$ cat src/rtl/multicycle_ctrl_pkg.sv
// rtl/multicycle_ctrl_pkg.sv - shared types, opcodes and select encodings for the multi-cycle RV32I controller
package ctrl_pkg;

  typedef enum logic [3:0] {
    S_FETCH, S_DECODE, S_MEMADR, S_MEMREAD, S_MEMWRITE, S_MEMWB,
    S_EXEC_R, S_EXEC_I, S_ALUWB, S_JAL, S_BRANCH, S_ILLEGAL
  } state_t;

  localparam logic [6:0] OP_LOAD   = 7'b0000011;
  localparam logic [6:0] OP_STORE  = 7'b0100011;
  localparam logic [6:0] OP_RTYPE  = 7'b0110011;
  localparam logic [6:0] OP_ITYPE  = 7'b0010011;
  localparam logic [6:0] OP_JAL    = 7'b1101111;
  localparam logic [6:0] OP_BRANCH = 7'b1100011;

  typedef logic [2:0] alu_ctrl_t;
  localparam alu_ctrl_t ALU_ADD = 3'b000;
  localparam alu_ctrl_t ALU_SUB = 3'b001;
  localparam alu_ctrl_t ALU_AND = 3'b010;
  localparam alu_ctrl_t ALU_OR  = 3'b011;
  localparam alu_ctrl_t ALU_SLT = 3'b101;

  // Coarse ALU intent handed from the FSM to the decoder
  localparam logic [1:0] ALU_OP_ADD   = 2'b00;
  localparam logic [1:0] ALU_OP_SUB   = 2'b01;
  localparam logic [1:0] ALU_OP_FUNCT = 2'b10;

  localparam logic [1:0] SRCA_PC    = 2'b00;
  localparam logic [1:0] SRCA_OLDPC = 2'b01;
  localparam logic [1:0] SRCA_RD1   = 2'b10;

  localparam logic [1:0] SRCB_RD2  = 2'b00;
  localparam logic [1:0] SRCB_IMM  = 2'b01;
  localparam logic [1:0] SRCB_FOUR = 2'b10;

  localparam logic [1:0] RES_ALUOUT    = 2'b00;
  localparam logic [1:0] RES_DATA      = 2'b01;
  localparam logic [1:0] RES_ALURESULT = 2'b10;

  localparam logic [1:0] IMM_I = 2'b00;
  localparam logic [1:0] IMM_S = 2'b01;
  localparam logic [1:0] IMM_B = 2'b10;
  localparam logic [1:0] IMM_J = 2'b11;

  function automatic logic [1:0] imm_sel(input logic [6:0] op);
    case (op)
      OP_STORE:  return IMM_S;
      OP_BRANCH: return IMM_B;
      OP_JAL:    return IMM_J;
      default:   return IMM_I;
    endcase
  endfunction

endpackage

$ cat src/rtl/multicycle_ctrl_if.sv
// rtl/multicycle_ctrl_if.sv - controller <-> datapath/memory signal bundle
interface multicycle_ctrl_if;
  logic [6:0] op;
  logic [2:0] funct3;
  logic       funct7b5;
  logic       zero;
  logic       mem_ready;
  logic       mem_req;
  logic       pc_write;
  logic       adr_src;
  logic       mem_write;
  logic       ir_write;
  logic [1:0] result_src;
  logic [1:0] alu_src_a;
  logic [1:0] alu_src_b;
  logic [2:0] alu_control;
  logic [1:0] imm_src;
  logic       reg_write;
  logic       instr_done;
  logic       illegal;

  modport master (
    input  op, funct3, funct7b5, zero, mem_ready,
    output mem_req, pc_write, adr_src, mem_write, ir_write, result_src,
           alu_src_a, alu_src_b, alu_control, imm_src, reg_write,
           instr_done, illegal
  );

  modport slave (
    output op, funct3, funct7b5, zero, mem_ready,
    input  mem_req, pc_write, adr_src, mem_write, ir_write, result_src,
           alu_src_a, alu_src_b, alu_control, imm_src, reg_write,
           instr_done, illegal
  );
endinterface

$ cat src/rtl/multicycle_ctrl_alu_decoder.sv
// rtl/multicycle_ctrl_alu_decoder.sv - maps FSM ALU intent plus funct fields to alu_control
module alu_decoder
  import ctrl_pkg::*;
(
  input  logic [1:0] alu_op,
  input  logic [2:0] funct3,
  input  logic       funct7b5,
  input  logic       op5,
  output alu_ctrl_t  alu_control
);

  always_comb begin
    alu_control = ALU_ADD;
    case (alu_op)
      ALU_OP_SUB: alu_control = ALU_SUB;
      ALU_OP_FUNCT: begin
        case (funct3)
          // op5 separates R-type (sub possible) from I-type (addi only)
          3'b000:  alu_control = (op5 && funct7b5) ? ALU_SUB : ALU_ADD;
          3'b010:  alu_control = ALU_SLT;
          3'b110:  alu_control = ALU_OR;
          3'b111:  alu_control = ALU_AND;
          default: alu_control = ALU_ADD;
        endcase
      end
      default: alu_control = ALU_ADD;
    endcase
  end

endmodule

$ cat src/rtl/multicycle_ctrl.sv
// rtl/multicycle_ctrl.sv - multi-cycle RV32I main controller FSM
// CTRL_PERF_CNT_EN adds cycle_cnt/instret_cnt performance counters.
module multicycle_ctrl
  import ctrl_pkg::*;
#(
  parameter state_t RESET_STATE = S_FETCH
) (
  input  logic             clk,
  input  logic             rst_n,
  multicycle_ctrl_if.master bus
`ifdef CTRL_PERF_CNT_EN
  ,
  output logic [31:0]      cycle_cnt,
  output logic [31:0]      instret_cnt
`endif
);

  state_t     state;
  logic [1:0] alu_op;

  always_ff @(posedge clk or negedge rst_n) begin
    if (!rst_n) begin
      state <= RESET_STATE;
    end else begin
      case (state)
        S_FETCH:    if (bus.mem_ready) state <= S_DECODE;
        S_DECODE: begin
          case (bus.op)
            OP_LOAD, OP_STORE: state <= S_MEMADR;
            OP_RTYPE:          state <= S_EXEC_R;
            OP_ITYPE:          state <= S_EXEC_I;
            OP_JAL:            state <= S_JAL;
            OP_BRANCH:         state <= S_BRANCH;
            default:           state <= S_ILLEGAL;
          endcase
        end
        S_MEMADR:   state <= bus.op[5] ? S_MEMWRITE : S_MEMREAD;
        S_MEMREAD:  if (bus.mem_ready) state <= S_MEMWB;
        S_MEMWRITE: if (bus.mem_ready) state <= S_FETCH;
        S_EXEC_R, S_EXEC_I, S_JAL: state <= S_ALUWB;
        S_MEMWB, S_ALUWB, S_BRANCH: state <= S_FETCH;
        S_ILLEGAL:  state <= S_ILLEGAL;
        default:    state <= S_FETCH;
      endcase
    end
  end

  // Outputs are gated by rst_n so an asserted reset clears every strobe immediately
  always_comb begin
    bus.mem_req    = 1'b0;
    bus.pc_write   = 1'b0;
    bus.adr_src    = 1'b0;
    bus.mem_write  = 1'b0;
    bus.ir_write   = 1'b0;
    bus.result_src = RES_ALUOUT;
    bus.alu_src_a  = SRCA_PC;
    bus.alu_src_b  = SRCB_RD2;
    bus.imm_src    = IMM_I;
    bus.reg_write  = 1'b0;
    bus.instr_done = 1'b0;
    bus.illegal    = 1'b0;
    alu_op         = ALU_OP_ADD;
    if (rst_n) begin
      bus.imm_src = imm_sel(bus.op);
      case (state)
        S_FETCH: begin
          bus.mem_req    = 1'b1;
          bus.alu_src_b  = SRCB_FOUR;
          bus.result_src = RES_ALURESULT;
          bus.ir_write   = bus.mem_ready;
          bus.pc_write   = bus.mem_ready;
        end
        S_DECODE: begin
          bus.alu_src_a = SRCA_OLDPC;
          bus.alu_src_b = SRCB_IMM;
        end
        S_MEMADR: begin
          bus.alu_src_a = SRCA_RD1;
          bus.alu_src_b = SRCB_IMM;
        end
        S_MEMREAD: begin
          bus.mem_req = 1'b1;
          bus.adr_src = 1'b1;
        end
        S_MEMWRITE: begin
          bus.mem_req    = 1'b1;
          bus.adr_src    = 1'b1;
          bus.mem_write  = 1'b1;
          bus.instr_done = bus.mem_ready;
        end
        S_MEMWB: begin
          bus.result_src = RES_DATA;
          bus.reg_write  = 1'b1;
          bus.instr_done = 1'b1;
        end
        S_EXEC_R: begin
          bus.alu_src_a = SRCA_RD1;
          bus.alu_src_b = SRCB_RD2;
          alu_op        = ALU_OP_FUNCT;
        end
        S_EXEC_I: begin
          bus.alu_src_a = SRCA_RD1;
          bus.alu_src_b = SRCB_IMM;
          alu_op        = ALU_OP_FUNCT;
        end
        S_ALUWB: begin
          bus.result_src = RES_ALUOUT;
          bus.reg_write  = 1'b1;
          bus.instr_done = 1'b1;
        end
        S_JAL: begin
          bus.alu_src_a = SRCA_OLDPC;
          bus.alu_src_b = SRCB_FOUR;
          bus.pc_write  = 1'b1;
        end
        S_BRANCH: begin
          bus.alu_src_a  = SRCA_RD1;
          bus.alu_src_b  = SRCB_RD2;
          alu_op         = ALU_OP_SUB;
          bus.instr_done = 1'b1;
          case (bus.funct3)
            3'b000:  bus.pc_write = bus.zero;
            3'b001:  bus.pc_write = ~bus.zero;
            default: bus.pc_write = 1'b0;
          endcase
        end
        S_ILLEGAL: begin
          bus.illegal = 1'b1;
          bus.imm_src = IMM_I;
        end
        default: ;
      endcase
    end
  end

  alu_decoder u_alu_decoder (
    .alu_op      (alu_op),
    .funct3      (bus.funct3),
    .funct7b5    (bus.funct7b5),
    .op5         (bus.op[5]),
    .alu_control (bus.alu_control)
  );

`ifdef CTRL_PERF_CNT_EN
  always_ff @(posedge clk or negedge rst_n) begin
    if (!rst_n) begin
      cycle_cnt   <= 32'd0;
      instret_cnt <= 32'd0;
    end else begin
      if (state != S_ILLEGAL) cycle_cnt <= cycle_cnt + 32'd1;
      if (bus.instr_done) instret_cnt <= instret_cnt + 32'd1;
    end
  end
`endif

endmodule
$ cat src/flat_wrapper.sv
// flat-port wrapper written by rule: the top's interface ports become plain ports
module multicycle_ctrl_flat import ctrl_pkg::*;
#(
  parameter state_t RESET_STATE = S_FETCH
)
  (clk, rst_n, bus_op, bus_funct3, bus_funct7b5, bus_zero, bus_mem_ready, bus_mem_req, bus_pc_write, bus_adr_src, bus_mem_write, bus_ir_write, bus_result_src, bus_alu_src_a, bus_alu_src_b, bus_alu_control, bus_imm_src, bus_reg_write, bus_instr_done, bus_illegal);
  multicycle_ctrl_if bus_i ();
  input  logic clk;
  input  logic rst_n;
  input wire logic [$bits(bus_i.op)-1:0] bus_op;
  input wire logic [$bits(bus_i.funct3)-1:0] bus_funct3;
  input wire logic [$bits(bus_i.funct7b5)-1:0] bus_funct7b5;
  input wire logic [$bits(bus_i.zero)-1:0] bus_zero;
  input wire logic [$bits(bus_i.mem_ready)-1:0] bus_mem_ready;
  output wire logic [$bits(bus_i.mem_req)-1:0] bus_mem_req;
  output wire logic [$bits(bus_i.pc_write)-1:0] bus_pc_write;
  output wire logic [$bits(bus_i.adr_src)-1:0] bus_adr_src;
  output wire logic [$bits(bus_i.mem_write)-1:0] bus_mem_write;
  output wire logic [$bits(bus_i.ir_write)-1:0] bus_ir_write;
  output wire logic [$bits(bus_i.result_src)-1:0] bus_result_src;
  output wire logic [$bits(bus_i.alu_src_a)-1:0] bus_alu_src_a;
  output wire logic [$bits(bus_i.alu_src_b)-1:0] bus_alu_src_b;
  output wire logic [$bits(bus_i.alu_control)-1:0] bus_alu_control;
  output wire logic [$bits(bus_i.imm_src)-1:0] bus_imm_src;
  output wire logic [$bits(bus_i.reg_write)-1:0] bus_reg_write;
  output wire logic [$bits(bus_i.instr_done)-1:0] bus_instr_done;
  output wire logic [$bits(bus_i.illegal)-1:0] bus_illegal;
  assign bus_i.op = bus_op;
  assign bus_i.funct3 = bus_funct3;
  assign bus_i.funct7b5 = bus_funct7b5;
  assign bus_i.zero = bus_zero;
  assign bus_i.mem_ready = bus_mem_ready;
  assign bus_mem_req = bus_i.mem_req;
  assign bus_pc_write = bus_i.pc_write;
  assign bus_adr_src = bus_i.adr_src;
  assign bus_mem_write = bus_i.mem_write;
  assign bus_ir_write = bus_i.ir_write;
  assign bus_result_src = bus_i.result_src;
  assign bus_alu_src_a = bus_i.alu_src_a;
  assign bus_alu_src_b = bus_i.alu_src_b;
  assign bus_alu_control = bus_i.alu_control;
  assign bus_imm_src = bus_i.imm_src;
  assign bus_reg_write = bus_i.reg_write;
  assign bus_instr_done = bus_i.instr_done;
  assign bus_illegal = bus_i.illegal;
  multicycle_ctrl #(.RESET_STATE(RESET_STATE)) u_core (.clk(clk), .rst_n(rst_n), .bus(bus_i));
endmodule
$ cat config.mk
export PLATFORM = sky130hd
export DESIGN_NAME = multicycle_ctrl_flat
export DESIGN_NICKNAME = d
export VERILOG_FILES = /design/src/rtl/multicycle_ctrl_pkg.sv /design/src/rtl/multicycle_ctrl_if.sv /design/src/rtl/multicycle_ctrl_alu_decoder.sv /design/src/rtl/multicycle_ctrl.sv /design/src/flat_wrapper.sv
export SDC_FILE = /design/constraint.sdc
export NUM_CORES = 1
export LEC_CHECK = 0
export ABC_AREA = 1
export CORE_AREA = 4 4 61 46
export CTS_CLUSTER_SIZE = 40
export DETAILED_ROUTE_END_ITERATION = 8
export DIE_AREA = 0 0 65 50
export GPL_ROUTABILITY_DRIVEN = 0
export GPL_TIMING_DRIVEN = 0
export HOLD_SLACK_MARGIN = 0.06
export PLACE_DENSITY_LB_ADDON = 0.25
export REMOVE_ABC_BUFFERS = 1
export SKIP_CTS_REPAIR_TIMING = 1
export SYNTH_ARGS = -nofsm -noshare
export SYNTH_HDL_FRONTEND = slang
export SYNTH_SLANG_ARGS = --single-unit
$ cat constraint.sdc
create_clock -name clk -period 2.85 [get_ports clk]
set_input_delay 0.7125 -clock clk [delete_from_list [all_inputs] [get_ports clk]]
set_output_delay 0.7125 -clock clk [all_outputs]
set_load 0.02 [all_outputs]
==> metrics.csv, run 1 <==
stage;metric;value;unit
outcome;outcome;finished, final reports clean;
die;start_util;0.305;
critical_path;worstPathRequired;2.14;ns
timing;tightest_slew;0.320;ns
cts;clkTransAtPathRegs;0.04;ns
layout;reg_top3;u_core.state x4;
layout;fin_area;1090;um^2
route;vias;873;
critical_path;reg2regPathDepth;8;
timing;fin_worst_skew;0.00365;ns
run;maxCapViolCount;0;
layout;num_antenna_cells;0;
critical_path;r2r_end;u_core.state[2];
global_route;overflow;0;
route;routed_via_density;4.52;
critical_path;start_kind;input port;
layout;largest_reg_flops;4;
global_route;grt_usage;0.125;
timing;setup_tns;0;ns
route;wire_per_inst;10.2;um
synthesis;synth-async-reset-ratio;1.00;
layout;area_delta_synth_final;65.2;%
synthesis;seq_area_frac_synth;0.152;
synthesis;yosysUniqueCellTypes;24;
timing;period_share;1.00;
synthesis;ys_warn_count;0;
place;dpl_cell_area;1020;um^2
global_route;antenna_found_initial;0;
power_and_ir_drop;power_density;158;nW/um^2
critical_path;rrSetupSlack;1.55;ns
critical_path;critPathLaunch;rst_n;
critical_path;worstSetupEndpointType;output port;
critical_path;cp_max_fo;10;
synthesis;syn_inst;123;
cts;cts_root_buf;clkbuf_4;
layout;final_util;0.505;
die;core;2150;um^2
synthesis;synth_area;658;um^2
synthesis;synth_ff_type;dfrtp_1;
critical_path;arrival;2.14;ns
timing;final.min_clock_period;2.85;ns
critical_path;worstSetupPathType;in2out;
global_route;grt_pass1_vias;796;
place;place_hpwl;1.61;mm
die;die_h;50;um
synthesis;synth_seq_cells;4;
synthesis;synth_enable_flop_cells;0;
cts;cts_tree;built;
route;wirelength;1.97;mm
power_and_ir_drop;power_leakage;0.584;nW
timing;max_freq;351;MHz
route;first_iter_violations;36;
die;ioPinCount;34;
die;row_count;14;
global_route;grt_pass1_wl;3.38;mm
synthesis;avgSynthCellArea;5.35;um^2
die;die_area;3250;um^2
critical_path;rr_startpoint;u_core.state[0];
route;drt_first_pass_iters;4;
cts;clk-insertion-delay-late;0.23;ns
power_and_ir_drop;ir_worst_vdd;0.000114;V
timing;rsz0062_at_grt;true;
layout;top_register;u_core.state;
timing;hold_violations;0;
layout;drive_gt1_frac;0.193;
timing;setup_violations;0;
place;port_buffers;33;
timing;holdWs;0.302;ns
cts;clock_path_buffers;2;
min_path;hold_path_class;in2async;
route;drc;0;
global_route;grt_max_degree;13;
route;postRouteAntennaNets;0;
cts;cts.sink_count;4;
timing;slew_headroom;0.787;
layout;fin_nets;180;
cts;cts-htree-levels;1;
cts;cts_made_buffers;3;
timing;drv_slew;0;
die;die_x;65;um
==> report_power, final <==
group / switching [mW] / internal [mW] / leakage (nW)
combinational: 0.0212 / 0.0244 / 0.530
sequential: 0 / 0.0571 / 0.0399
clock: 0.0221 / 0.0470 / 0.0138
total: 0.0433 / 0.129 / 0.584
==> critical path: stages <==
cell and delay [ns]:
buf_4 0.16, clkinvlp_4 0.19, nor2_2 0.14, inv_1 0.05, ha_1 0.28, inv_1 0.08
nand2_1 0.09, nor4_1 0.19, buf_2 0.22
==> cells in the mapped netlist (2+ instances only) <==
cell     instances  share of area
inv_1           24           0.14
a21oi_1          5          0.038
nor2_2           3          0.029
inv_2            2          0.011
ha_1             2          0.038
nand2_1         35           0.20
o21ai_0          2          0.015
nor2_1          17          0.097
dfrtp_1          4           0.15
nand2_2          3          0.029
nand3_1          8          0.061
a31oi_1          2          0.019
nor3_1           4          0.030
nor2_4           2          0.034
==> cell usage in the layout, fill, tap and decap left out, types with 2 or more instances in the layout <==
master / Yosys / routed
buf_2: 0 / 3
nor2_2: 3 / 3
nand2_2: 3 / 3
inv_1: 24 / 23
clkdlybuf4s50_1: 0 / 22
nor2_4: 2 / 4
dfrtp_1: 4 / 3
o21ai_0: 2 / 2
nand2_1: 35 / 35
inv_2: 2 / 2
buf_4: 0 / 6
nor3_1: 4 / 4
ha_1: 2 / 2
dlymetal6s2s_1: 0 / 5
nand3_1: 8 / 8
clkbuf_4: 0 / 3
nor2_1: 17 / 15
a21oi_2: 0 / 2
a21oi_1: 5 / 3
a31oi_1: 2 / 2
==> worst max-delay path by stage <==
stage                          to  slack (ns)  cells after the start
6_report       bus_alu_control[2]       0.001                      9
5_1_grt        bus_alu_control[2]       -0.07                      9
4_1_cts        bus_alu_control[2]       -1.18                      9
3_5_place_dp   bus_alu_control[2]       -1.17                      9
3_3_place_gp   bus_alu_control[2]       -1.08                      9
2_1_floorplan  bus_alu_control[2]        0.07                      7
==> cells by family (layout without fill, tap and decap cells) <==
group | count (synthesis) | in the layout | synth area share
AND/OR/NAND/NOR | 77 | 77 | 0.534
flip-flops | 4 | 4 | 0.152
adder cells (fa/ha/maj) | 2 | 2 | 0.0380
buffers and inverters | 27 | 65 | 0.154
AO/OA/AOI/OAI | 13 | 13 | 0.122
==> layout make-up <==
type	count	area, um^2
multi-input combinational	92	479
clock buffer	3	22.5
fill	232	1070
inverter	26	101
sequential	4	101
tap	32	40.0
timing repair buffer	36	343
==> through the flow <==
step	cells	setup slack, ns	total power, mW
5_1_grt	193	-0.0667	0.185
6_report	193	0.00103	0.172
2_1_floorplan	122	0.0700	0.0713
3_5_place_dp	187	-1.17	0.100
4_1_cts	190	-1.18	0.173
3_3_place_gp	187	-1.08	0.0991
==> per-layer routing <==
layer / global-route usage / share of wire / vias up
li1: - / - / 461
met1: 0.176 / 0.51 / 371
met2: 0.195 / 0.43 / 37
met3: 0.0318 / 0.052 / 4
met4: 0.0140 / 0.010 / 0
met5: 0 / 0 / -
(Power assumes the default switching activity.)
==> inputs of run 2 (changes only) <==
- CORE_AREA: 4 4 61 46 -> 4 4 46 48
- DIE_AREA: 0 0 65 50 -> 0 0 50 52
==> run 2 against run 1 <==
Compared with the run above:
- worst setup slack improved by 0.048 ns
- clock skew is 0.0012 ns higher
- maximum frequency increased by 1.7%
- wire length fell by 0.35%
- first-iteration DRC count is 47% lower
- sequential power about the same
- combinational power rose by 5.9%
- clock-buffer cell count stayed put
- global-route usage is 3.0 points higher
- largest cell class unchanged
==> metrics.csv, run 2 (synthesis gave the netlist of run 1 again) <==
stage;metric;value;unit;change
outcome;outcome;finished, final reports clean;;unchanged
layout;fillers;156;;was 232
die;row_count;15;;was 14
cts;cts-htree-levels;1;;unchanged
cts;clk-insertion-delay-late;0.24;ns;was 0.23 ns
timing;final.min_clock_period;2.80;ns;was 2.85 ns
layout;drive_gt1_frac;0.196;;was 0.193
route;drc;0;;unchanged
die;die_x;50;um;was 65 um
critical_path;crit_chain;clkdlybuf4s50_1 -> inv_1 -> nor3_1 -> clkdlybuf4s50_1;;was buf_4 -> clkinvlp_4 -> nor2_2 -> inv_1 -> ha_1 -> inv_1 -> nand2_1 -> nor4_1 -> buf_2
timing;fin_worst_skew;0.00483;ns;was 0.00365 ns
layout;area.sequential;101;um^2;unchanged
global_route;grt_max_degree;13;;unchanged
die;die_area;2600;um^2;was 3250 um^2
route;routed-wl-met3;143;um;was 103 um
timing;slew_headroom;0.812;;was 0.787
power_and_ir_drop;power_density;162;nW/um^2;was 158 nW/um^2
cts;cts_root_buf;clkbuf_4;;unchanged
die;core;1710;um^2;was 2150 um^2
power_and_ir_drop;finalPower;0.178;mW;was 0.172 mW
layout;reg_top3;u_core.state x4;;unchanged
layout;largest_reg_flops;4;;unchanged
layout;num_antenna_cells;0;;unchanged
timing;max_freq;357;MHz;was 351 MHz
critical_path;cp_max_fo;5;;was 10
cts;clkTransAtPathRegs;0.04;ns;about the same
run;maxCapViolCount;0;;unchanged
timing;tightest_slew;0.282;ns;was 0.320 ns
timing;setup_violations;0;;unchanged
layout;layout_commonest_cell;nand2_1;;unchanged
critical_path;start_kind;input port;;unchanged
global_route;grt_usage;0.155;;was 0.125
layout;top_register;u_core.state;;unchanged
cts;cts_tree;built;;unchanged
global_route;antenna_found_initial;0;;unchanged
power_and_ir_drop;ir_worst_vdd;0.000150;V;was 0.000114 V
min_path;hold_path_class;in2async;;unchanged
die;start_util;0.385;;was 0.305
layout;fin_nets;182;;was 180
cts;clock_path_buffers;2;;unchanged
layout;final_cell_mix;nand2_1, inv_1, clkdlybuf4s50_1, nor2_1, buf_4;;was nand2_1, inv_1, clkdlybuf4s50_1, nor2_1, nand3_1
timing;hold_violations;0;;unchanged
layout;multi_input_area;472;um^2;was 479 um^2
global_route;grt_pass1_vias;771;;was 796
place;place_hpwl;1.52;mm;was 1.61 mm
route;wl_met2;975;um;was 850 um
timing;period_share;0.983;;was 1.00
timing;rsz0062_at_grt;true;;unchanged
cts;cts.sink_count;4;;unchanged
die;die_h;52;um;was 50 um
place;port_buffers;33;;unchanged
route;wirelength;1.97;mm;about the same
timing;holdWs;0.290;ns;was 0.302 ns
route;first_iter_violations;19;;was 36
route;highest_layer;met4;;unchanged
route;postRouteAntennaNets;0;;unchanged
route;vias;888;;was 873
power_and_ir_drop;power_leakage;0.599;nW;was 0.584 nW
place;pre_cts_slack;-1.10;ns;was -1.17 ns
critical_path;crit_top_cell;clkdlybuf4s50_1;;was inv_1
route;wire_per_inst;10.5;um;was 10.2 um
timing;finalWorstSetupSlack;0.0488;ns;was 0.00103 ns
critical_path;cp_slowest_cell;clkdlybuf4s50_1;;was ha_1
critical_path;worstSetupPathType;in2out;;unchanged
route;drt_first_pass_iters;4;;unchanged
critical_path;arrival;2.09;ns;was 2.14 ns
timing;drv_slew;0;;unchanged
global_route;overflow;0;;unchanged
cts;cts_made_buffers;3;;unchanged
critical_path;slowest_delay;0.63;ns;was 0.28 ns
global_route;grt_pass1_wl;3.12;mm;was 3.38 mm
layout;area_delta_synth_final;66.5;%;was 65.2%
critical_path;worstPathRequired;2.14;ns;about the same
die;ioPinCount;34;;unchanged
critical_path;worstSetupEndpointType;output port;;unchanged
route;routed_via_density;4.72;;was 4.52
route;wl_met1;808;um;was 1.00 mm
[run 2: per-layer routing]
| metal | track usage | vias to the layer above |
|---|---|---|
| met4 | 0.0553 | 0 |
| li1 | - | 463 |
| met5 | 0 | - |
| met2 | 0.289 | 37 |
| met1 | 0.166 | 384 |
| met3 | 0.0401 | 4 |
[run 2: layout make-up]
cell class                 instances  area share
multi-input combinational         92       0.430
timing repair buffer              38       0.336
sequential                         4      0.0925
inverter                          26      0.0925
tap                               25      0.0285
clock buffer                       3      0.0205
[run 2: stage by stage]
stage | area [um^2] | setup TNS [ns] | utilization | instances
finish | 1100 | 0 | 0.642 | 188
global placement | 1020 | -8.22 | 0.595 | 180
global route | 1100 | -0.136 | 0.642 | 188
floorplan | 654 | 0 | - | 122
CTS | 1040 | -8.73 | 0.608 | 183
detailed placement | 1020 | -8.63 | 0.595 | 180
[run 2: path summary, 6_finish.rpt]
path,start,end,slack (ns),cells after the start
max reg2reg,u_core.state[0],u_core.state[0],1.58,8
max,bus_mem_ready,bus_ir_write,0.05,4
min,rst_n,u_core.state[3],0.29,1
min in group clk,u_core.state[1],u_core.state[3],0.62,2
max in group asynchronous,rst_n,u_core.state[1],2.40,1
min reg2reg,u_core.state[1],u_core.state[3],0.62,2
[run 2: report_power, final]
| part | internal, mW | switching (mW) |
|---|---|---|
| sequential | 0.0571 | 0 |
| combinational | 0.0263 | 0.0219 |
| clock | 0.0472 | 0.0254 |
| total | 0.131 | 0.0474 |
[run 2: worst max-delay path: cells and delay by family]
family        cells  cell delay, ns
buf+inv           3            1.20
simple gates      1            0.17
